## src/rtl/uart_pkg.sv

```systemverilog
// Shared definitions for the UART transmitter.
//   uart_state_t  : frame sequencer states
//   baud_w()      : baud counter width for a given clocks-per-bit
//   frame_cycles(): clk cycles per frame, from start bit to last stop bit
package uart_pkg;

  typedef enum logic [2:0] {
    IDLE   = 3'd0,
    START  = 3'd1,
    DATA   = 3'd2,
    PARITY = 3'd3,
    STOP   = 3'd4
  } uart_state_t;

  // $clog2(CLKS_PER_BIT), never narrower than one bit.
  function automatic int baud_w(input int cpb);
    return (cpb <= 2) ? 1 : $clog2(cpb);
  endfunction

  function automatic int frame_cycles(input int width, input int parity_en,
                                      input int stop_bits, input int cpb);
    return (1 + width + parity_en + stop_bits) * cpb;
  endfunction

endpackage

```

## src/rtl/uart_baud_gen.sv

```systemverilog
// Bit-period counter. Counts 0..CLKS_PER_BIT-1 and wraps explicitly.
//   clk, rst_n : clock, synchronous active-low reset
//   clear      : restart the count at 0 (asserted on byte accept)
//   bit_end    : high during the final cycle of each bit period
//   bit_pre    : high during the cycle before bit_end, so the parent can
//                register a pulse that lines up with bit_end
module uart_baud_gen
  import uart_pkg::*;
#(
  parameter int CLKS_PER_BIT = 16
) (
  input  logic clk,
  input  logic rst_n,
  input  logic clear,
  output logic bit_end,
  output logic bit_pre
);

  localparam int BAUD_W = baud_w(CLKS_PER_BIT);
  localparam logic [BAUD_W-1:0] LAST = BAUD_W'(CLKS_PER_BIT - 1);
  localparam logic [BAUD_W-1:0] PRE  = BAUD_W'(CLKS_PER_BIT - 2);

  logic [BAUD_W-1:0] cnt;

  always_ff @(posedge clk) begin
    if (!rst_n || clear) cnt <= '0;
    else if (cnt == LAST) cnt <= '0;
    else                  cnt <= cnt + 1'b1;
  end

  assign bit_end = (cnt == LAST);
  assign bit_pre = (cnt == PRE);

endmodule

```

## src/rtl/uart_tx_stream.sv

```systemverilog
// UART transmitter fed by a valid/ready byte stream (fifo output side).
// Frame: start(0), WIDTH data bits LSB first, optional parity, STOP_BITS
// stop bits(1). in_ready is only high while idle, so one byte is in
// flight at a time.
//   clk, rst_n   : clock, synchronous active-low reset
//   in_valid     : byte available
//   in_data      : byte to send
//   in_ready     : block can accept a byte
//   tx           : serial line, idles high
//   busy         : frame in flight
//   frame_done   : one-cycle pulse in the last stop-bit cycle
module uart_tx_stream
  import uart_pkg::*;
#(
  parameter int WIDTH        = 8,
  parameter int CLKS_PER_BIT = 16,
  parameter int PARITY_EN    = 0,
  parameter int PARITY_ODD   = 0,
  parameter int STOP_BITS    = 1
) (
  input  logic             clk,
  input  logic             rst_n,
  input  logic             in_valid,
  input  logic [WIDTH-1:0] in_data,
  output logic             in_ready,
  output logic             tx,
  output logic             busy,
  output logic             frame_done
);

  localparam int IDX_W = (WIDTH <= 2) ? 1 : $clog2(WIDTH);
  localparam logic [IDX_W-1:0] IDX_LAST  = IDX_W'(WIDTH - 1);
  localparam logic             STOP_LAST = 1'(STOP_BITS - 1);
  localparam logic             ODD       = (PARITY_ODD != 0);

  uart_state_t      state;
  logic [WIDTH-1:0] shift;
  logic [IDX_W-1:0] bit_idx;
  logic             stop_cnt;
  logic             par;
  logic             accept;
  logic             bit_end;
  logic             bit_pre;

  assign accept = (state == IDLE) && in_valid && in_ready;

  // Restarting the counter on accept makes every bit period, including
  // the start bit, exactly CLKS_PER_BIT cycles.
  uart_baud_gen #(.CLKS_PER_BIT(CLKS_PER_BIT)) u_baud (
    .clk     (clk),
    .rst_n   (rst_n),
    .clear   (accept),
    .bit_end (bit_end),
    .bit_pre (bit_pre)
  );

  always_ff @(posedge clk) begin
    if (!rst_n) begin
      state      <= IDLE;
      shift      <= '0;
      bit_idx    <= '0;
      stop_cnt   <= 1'b0;
      par        <= 1'b0;
      tx         <= 1'b1;
      busy       <= 1'b0;
      frame_done <= 1'b0;
      in_ready   <= 1'b0;
    end else begin
      frame_done <= 1'b0;
      unique case (state)
        IDLE: begin
          tx <= 1'b1;
          if (accept) begin
            shift    <= in_data;
            par      <= (^in_data) ^ ODD;
            bit_idx  <= '0;
            stop_cnt <= 1'b0;
            tx       <= 1'b0;
            busy     <= 1'b1;
            in_ready <= 1'b0;
            state    <= START;
          end else begin
            in_ready <= 1'b1;
          end
        end
        START: if (bit_end) begin
          tx    <= shift[0];
          shift <= shift >> 1;
          state <= DATA;
        end
        DATA: if (bit_end) begin
          if (bit_idx == IDX_LAST) begin
            bit_idx <= '0;
            if (PARITY_EN != 0) begin
              tx    <= par;
              state <= PARITY;
            end else begin
              tx    <= 1'b1;
              state <= STOP;
            end
          end else begin
            bit_idx <= bit_idx + 1'b1;
            tx      <= shift[0];
            shift   <= shift >> 1;
          end
        end
        PARITY: if (bit_end) begin
          tx    <= 1'b1;
          state <= STOP;
        end
        STOP: begin
          // Registered one cycle early so the pulse sits in the last cycle.
          if (bit_pre && stop_cnt == STOP_LAST) frame_done <= 1'b1;
          if (bit_end) begin
            if (stop_cnt == STOP_LAST) begin
              stop_cnt <= 1'b0;
              busy     <= 1'b0;
              in_ready <= 1'b1;
              state    <= IDLE;
            end else begin
              stop_cnt <= 1'b1;
            end
          end
        end
        default: state <= IDLE;
      endcase
    end
  end

endmodule

```

## config.mk

```make
export PLATFORM = sky130hd
export DESIGN_NAME = uart_tx_stream
export DESIGN_NICKNAME = d
export VERILOG_FILES = /design/src/rtl/uart_pkg.sv /design/src/rtl/uart_baud_gen.sv /design/src/rtl/uart_tx_stream.sv
export SDC_FILE = /design/constraint.sdc
export NUM_CORES = 1
export LEC_CHECK = 0
export CAP_MARGIN = 20
export CORE_ASPECT_RATIO = 1.1
export CORE_MARGIN = 8
export CORE_UTILIZATION = 50
export CTS_BUF_LIST = sky130_fd_sc_hd__clkbuf_4
export CTS_CLUSTER_DIAMETER = 100
export DETAILED_ROUTE_END_ITERATION = 10
export GPL_TIMING_DRIVEN = 0
export PLACE_DENSITY = 0.74
export RECOVER_POWER = 50
export SETUP_SLACK_MARGIN = 0.02
export SYNTH_ARGS = -nofsm -noshare
export SYNTH_HDL_FRONTEND = slang
export SYNTH_SLANG_ARGS = --single-unit
```

## constraint.sdc

```tcl
create_clock -name clk -period 3.5 [get_ports clk]
set_input_delay 1.05 -clock clk [delete_from_list [all_inputs] [get_ports clk]]
set_output_delay 1.05 -clock clk [all_outputs]
set_load 0.005 [all_outputs]
```

==> results of run 1 <==
==> registers in the layout, summed over array words and instances (netlist names) <==
register / flops
shift: 8
u_baud.cnt: 4
bit_idx: 3
state: 3
busy: 1
frame_done: 1
in_ready: 1
tx: 1
==> area by class of cell <==
| type | count | area share |
|---|---|---|
| multi-input combinational | 94 | 0.459 |
| clock inverter | 1 | 0.00291 |
| sequential | 22 | 0.342 |
| tap | 28 | 0.0272 |
| clock buffer | 3 | 0.0175 |
| timing repair buffer | 14 | 0.109 |
| buffer | 8 | 0.0311 |
| inverter | 4 | 0.0117 |
==> cell usage after synthesis, types with 3 or more instances <==
master	n	area, um^2
nand2_1	4	15.0
dfxtp_1	22	440
nand3_1	13	65.1
o21ai_0	14	70.1
nor2_1	10	37.5
a21oi_1	14	70.1
ha_1	4	50.1
nand4_1	3	18.8
nor3_1	3	15.0
a311oi_1	7	61.3
inv_1	4	15.0
clkbuf_1	5	18.8
==> metrics by stage <==
step            util  instance area (um^2)  std cells  power (mW)
2_1_floorplan      -                  1090        128       0.344
3_3_place_gp   0.618                  1260        170       0.376
3_5_place_dp   0.618                  1260        170       0.379
4_1_cts        0.631                  1290        174       0.495
5_1_grt        0.631                  1290        174       0.518
6_report       0.631                  1290        174       0.493
==> final timing paths <==
kind	cells after the start	slack, ns	start	endpoint
setup / recovery	1	1.16	in_ready	in_ready
hold / removal	2	0.48	bit_idx[1]	bit_idx[1]
setup reg to reg	6	1.55	bit_idx[0]	shift[2]
hold reg to reg	2	0.48	bit_idx[1]	bit_idx[1]
==> logic make-up after synthesis <==
group	after synthesis	synth area share
fa+ha+maj	4	0.0460
flops	22	0.405
simple gates	43	0.209
compound gates	42	0.247
xor+xnor	4	0.0322
mux	1	0.00921
buf+inv	12	0.0506
==> worst min-delay path: cells and delay by family (launching register included) <==
kind             cells  cell delay [ns]
flip-flops           1             0.33
AND/OR/NAND/NOR      1             0.06
AO/OA/AOI/OAI        1             0.05
==> power groups by stage <==
| stage | logic [mW] | registers, mW | clock network, mW |
|---|---|---|---|
| after detailed placement | 0.0907 | 0.289 | 0 |
| after global placement | 0.0888 | 0.287 | 0 |
| after floorplan | 0.0584 | 0.285 | 0 |
| final | 0.0907 | 0.283 | 0.119 |
| after CTS | 0.0916 | 0.283 | 0.121 |
| after global routing | 0.100 | 0.285 | 0.133 |
==> routing by layer <==
layer  part of all wire  GRT usage  vias to the layer above
met1               0.45      0.161                      479
li1                   -          -                      509
met5                  0          0                        -
met2               0.49      0.233                       20
met4              0.015     0.0700                        0
met3              0.047     0.0256                        4
==> impl_metrics.py, run 1 <==
metrics = {
    "run_status": {
        "status": "finished, final reports clean",
    },
    "cells_and_area": {
        "n_fill_cell": 201,
        "final_nets": 162,
        "regArea_um2": 440,
        "final_common_cell": "dfxtp_1",
        "layout-area-overhead-vs-synth_pct": 18.5,
        "most-common-layout-cells": "dfxtp_1, a21oi_1, o21ai_0",
        "multiInputGateArea_um2": 592,
        "drive_above_1_share": 0.0685,
        "antenna_cells": 0,
    },
    "critical_path": {
        "path_class": "flip-flop to output port",
        "critical_path_required_ns": 2.45,
        "worstPathCellList": "clkdlybuf4s50_1",
        "worstSetupEndpointType": "output port",
        "path_delay_family": "buffers and inverters",
        "max_stage_delay_ns": 0.54,
        "path_max_fanout": 6,
        "crit_buf_inv": 1,
        "startpoint_type": "flip-flop",
        "cp_slowest_cell": "clkdlybuf4s50_1",
        "worstPathArrival_ns": 1.29,
    },
    "drt": {
        "wl_per_cell_um": 14.5,
        "drcViolationCount": 0,
        "avgViaCountPerCell": 5.82,
        "antenna_left": 0,
        "first_iter_violations": 39,
        "dr.pass1.iters": 4,
        "routed_wl_um": 2530,
        "dr_total_vias": 1012,
    },
    "yosys": {
        "synthArstFlopShare": 0,
        "syn_avg_cell_area_um2": 8.49,
        "synth_nets": 143,
        "synth_cell_type_count": 34,
        "synth.yosys.seq_area_share": 0.405,
        "synth_area_um2": 1090,
        "synth_cells": 128,
        "ys_seq_elements": 22,
        "yosys_warnings": 0,
        "synth_edf_count": 0,
        "ys.flop_type": "dfxtp_1",
    },
    "clocking": {
        "hold_buffers": 0,
        "htree_levels": 1,
        "clk_pin_slew_ns": 0.12,
        "clock_path_buffers": 2,
        "cts.sinks": 22,
        "cts_resized": 0,
        "clock_latency_ns": 0.31,
        "cts_made_buffers": 3,
        "root_buffer": "clkbuf_4",
        "cts_tree": "done",
        "post_cts_buffers": 0,
    },
    "pwr": {
        "swShare": 0.279,
        "peakVddDrop_uv": 279,
        "power.leakage_nw": 0.473,
        "p_seq_frac": 0.574,
        "internal_power_uw": 355,
        "pwr-share-clk": 0.242,
        "pwr-share-comb": 0.184,
        "power.density_nw_per_um2": 382,
        "power.switching_uw": 137,
    },
    "worst_hold_path": {
        "hold_class": "flip-flop to flip-flop",
    },
    "sta": {
        "rsz0062_at_grt": "no",
        "final_max_slew_viol_count": 0,
        "max_freq_ghz": 0.426,
        "finalSetupTns_ns": 0,
        "slew_headroom": 0.556,
        "setup_viol": 0,
        "holdWs_ns": 0.479,
        "min_period_ns": 2.34,
        "finalHoldViolCount": 0,
        "finalCritPeriodShare": 0.670,
        "clock_skew_ns": 0.000939,
        "worst_pin_slew_ns": 0.661,
        "setup_ws_ns": 1.16,
    },
    "floorplan": {
        "coreArea_um2": 2040,
        "rows": 17,
        "initial_core_util": 0.532,
        "die_area_um2": 3920,
        "die_h_um": 64.9,
        "die_x_um": 60.5,
        "io_pins": 15,
    },
    "job": {
        "drv_cap": 0,
    },
    "placed_design": {
        "place.gp.congestion": 0.791,
        "dp_hpwl_um": 1870,
        "port_buffers": 14,
        "dp_worst_setup_slack_ns": 0.937,
    },
    "global_routing": {
        "grt_pass1_vias": 956,
        "grt_usage": 0.138,
        "antenna_found_initial": 0,
        "grt_max_degree": 13,
        "grt_first_pass_wirelength_um": 4260,
        "gr-total-overflow": 0,
    },
}
Note: power is estimated with default switching activity, not from simulation.
==> run 2, diff against run 1 <==
--- a/config.mk
+++ b/config.mk
@@ -13,7 +13,7 @@
 export CTS_CLUSTER_DIAMETER = 100
 export DETAILED_ROUTE_END_ITERATION = 10
 export GPL_TIMING_DRIVEN = 0
-export PLACE_DENSITY = 0.74
+export PLACE_DENSITY = 0.77
 export RECOVER_POWER = 50
 export SETUP_SLACK_MARGIN = 0.02
 export SYNTH_ARGS = -nofsm -noshare
==> constraint.sdc (replaced) <==
create_clock -name clk -period 1.9 [get_ports clk]
set_input_delay 0.57 -clock clk [delete_from_list [all_inputs] [get_ports clk]]
set_output_delay 0.57 -clock clk [all_outputs]
set_load 0.005 [all_outputs]
==> impl_metrics.py, run 2 (synthesized netlist as in run 1, its figures left out) <==
metrics = {
    "cells_and_area": {
        "drive_above_1_share": 0.161,
        "multiInputGateArea_um2": 654,
        "final_common_cell": "dfxtp_1",
        "n_fill_cell": 190,
        "antenna_cells": 0,
        "regMostFlops": "shift",
        "most-common-layout-cells": "dfxtp_1, o21ai_0, nand3_1",
        "final_nets": 165,
        "largest_reg_flops": 8,
        "top_regs": "shift (8), u_baud.cnt (4)",
        "layout-area-overhead-vs-synth_pct": 26.7,
        "regArea_um2": 444,
    },
    "sta": {
        "clock_skew_ns": 0.00271,
        "slew_headroom": 0.561,
        "finalSetupTns_ns": 0,
        "setup_viol": 0,
        "finalHoldViolCount": 0,
        "max_freq_ghz": 0.540,
        "holdWs_ns": 0.478,
        "min_period_ns": 1.85,
        "setup_ws_ns": 0.0466,
        "worst_pin_slew_ns": 0.653,
        "finalCritPeriodShare": 0.975,
        "final_max_slew_viol_count": 0,
        "rsz0062_at_grt": "yes",
    },
    "clocking": {
        "cts_tree": "done",
        "cts.sinks": 22,
        "root_buffer": "clkbuf_4",
        "clock_path_buffers": 2,
        "htree_levels": 1,
        "cts_made_buffers": 3,
        "clock_latency_ns": 0.30,
        "clk_pin_slew_ns": 0.12,
    },
    "floorplan": {
        "initial_core_util": 0.532,
        "coreArea_um2": 2040,
        "die_x_um": 60.5,
        "die_area_um2": 3920,
        "die_h_um": 64.9,
        "io_pins": 15,
        "rows": 17,
    },
    "critical_path": {
        "startpoint_type": "flip-flop",
        "worstPathArrival_ns": 2.03,
        "path_max_fanout": 7,
        "critical_path_required_ns": 2.08,
        "path_class": "flip-flop to flip-flop",
        "worstSetupEndpointType": "flip-flop",
    },
    "drt": {
        "wl_per_cell_um": 14.9,
        "antenna_left": 0,
        "drcViolationCount": 0,
        "avgViaCountPerCell": 6.08,
        "first_iter_violations": 54,
        "dr_total_vias": 1077,
        "routed_wl_um": 2640,
        "dr.pass1.iters": 4,
    },
    "pwr": {
        "power_uw": 920,
        "power.leakage_nw": 0.496,
        "peakVddDrop_uv": 437,
        "power.density_nw_per_um2": 668,
    },
    "global_routing": {
        "grt_max_degree": 13,
        "grt_usage": 0.137,
        "grt_first_pass_wirelength_um": 4290,
        "gr-total-overflow": 0,
        "antenna_found_initial": 0,
        "grt_pass1_vias": 979,
    },
    "placed_design": {
        "dp_worst_setup_slack_ns": -0.211,
        "dp_hpwl_um": 1830,
        "place.gp.congestion": 0.866,
        "port_buffers": 14,
    },
    "worst_hold_path": {
        "hold_class": "flip-flop to flip-flop",
    },
    "job": {
        "drv_cap": 0,
    },
    "run_status": {
        "status": "finished, final reports clean",
    },
}
==> run 2: path summary, 6_finish.rpt <==
kind,slack (ns),endpoint,from,depth (start not counted)
setup / recovery,0.05,shift[5],bit_idx[0],6
hold / removal,0.48,u_baud.cnt[0],u_baud.cnt[0],1
setup reg to reg,0.05,shift[5],bit_idx[0],6
hold reg to reg,0.48,u_baud.cnt[0],u_baud.cnt[0],1
==> run 2: per-stage QoR <==
| stage | std cells | instance area [um^2] | utilization |
|---|---|---|---|
| 6_report | 177 | 1380 | 0.675 |
| 5_1_grt | 177 | 1380 | 0.675 |
| 4_1_cts | 174 | 1290 | 0.634 |
| 3_5_place_dp | 170 | 1260 | 0.618 |
| 3_3_place_gp | 170 | 1260 | 0.618 |
| 2_1_floorplan | 128 | 1090 | - |
==> run 2: power by group <==
part	total, mW	leakage, nW	switching (mW)	internal (mW)
logic	0.185	0.300	0.0976	0.0875
registers	0.522	0.181	0.0246	0.497
clock network	0.213	0.0154	0.136	0.0766
total	0.920	0.496	0.258	0.661
==> run 2: worst max-delay path, cell delays in order, from the launching register on <==
cell and delay, ns:
dfxtp_2 0.36, ha_4 0.17, ha_4 0.16, or4b_4 0.53
o31a_1 0.16, nor2_4 0.22, a311oi_1 0.13
==> run 2: metal layers <==
layer,vias up,global-route usage,share of wire
li1,516,-,-
met1,513,0.155,0.44
met2,41,0.242,0.47
met3,7,0.0256,0.067
met4,0,0.0525,0.017
met5,-,0,0
==> run 2: repair_timing <==
action	in CTS	in global routing
pin swaps	5	6
resized for setup	1	13
setup endpoints to repair	7	9
setup buffers	0	3
hold buffers	0	0
==> run 2: final cells by class <==
type / count / share of cell area
buffer: 8 / 0.0291
sequential: 22 / 0.322
timing repair buffer: 17 / 0.118
tap: 28 / 0.0254
clock inverter: 1 / 0.00272
inverter: 4 / 0.0109
clock buffer: 3 / 0.0163
multi-input combinational: 94 / 0.475
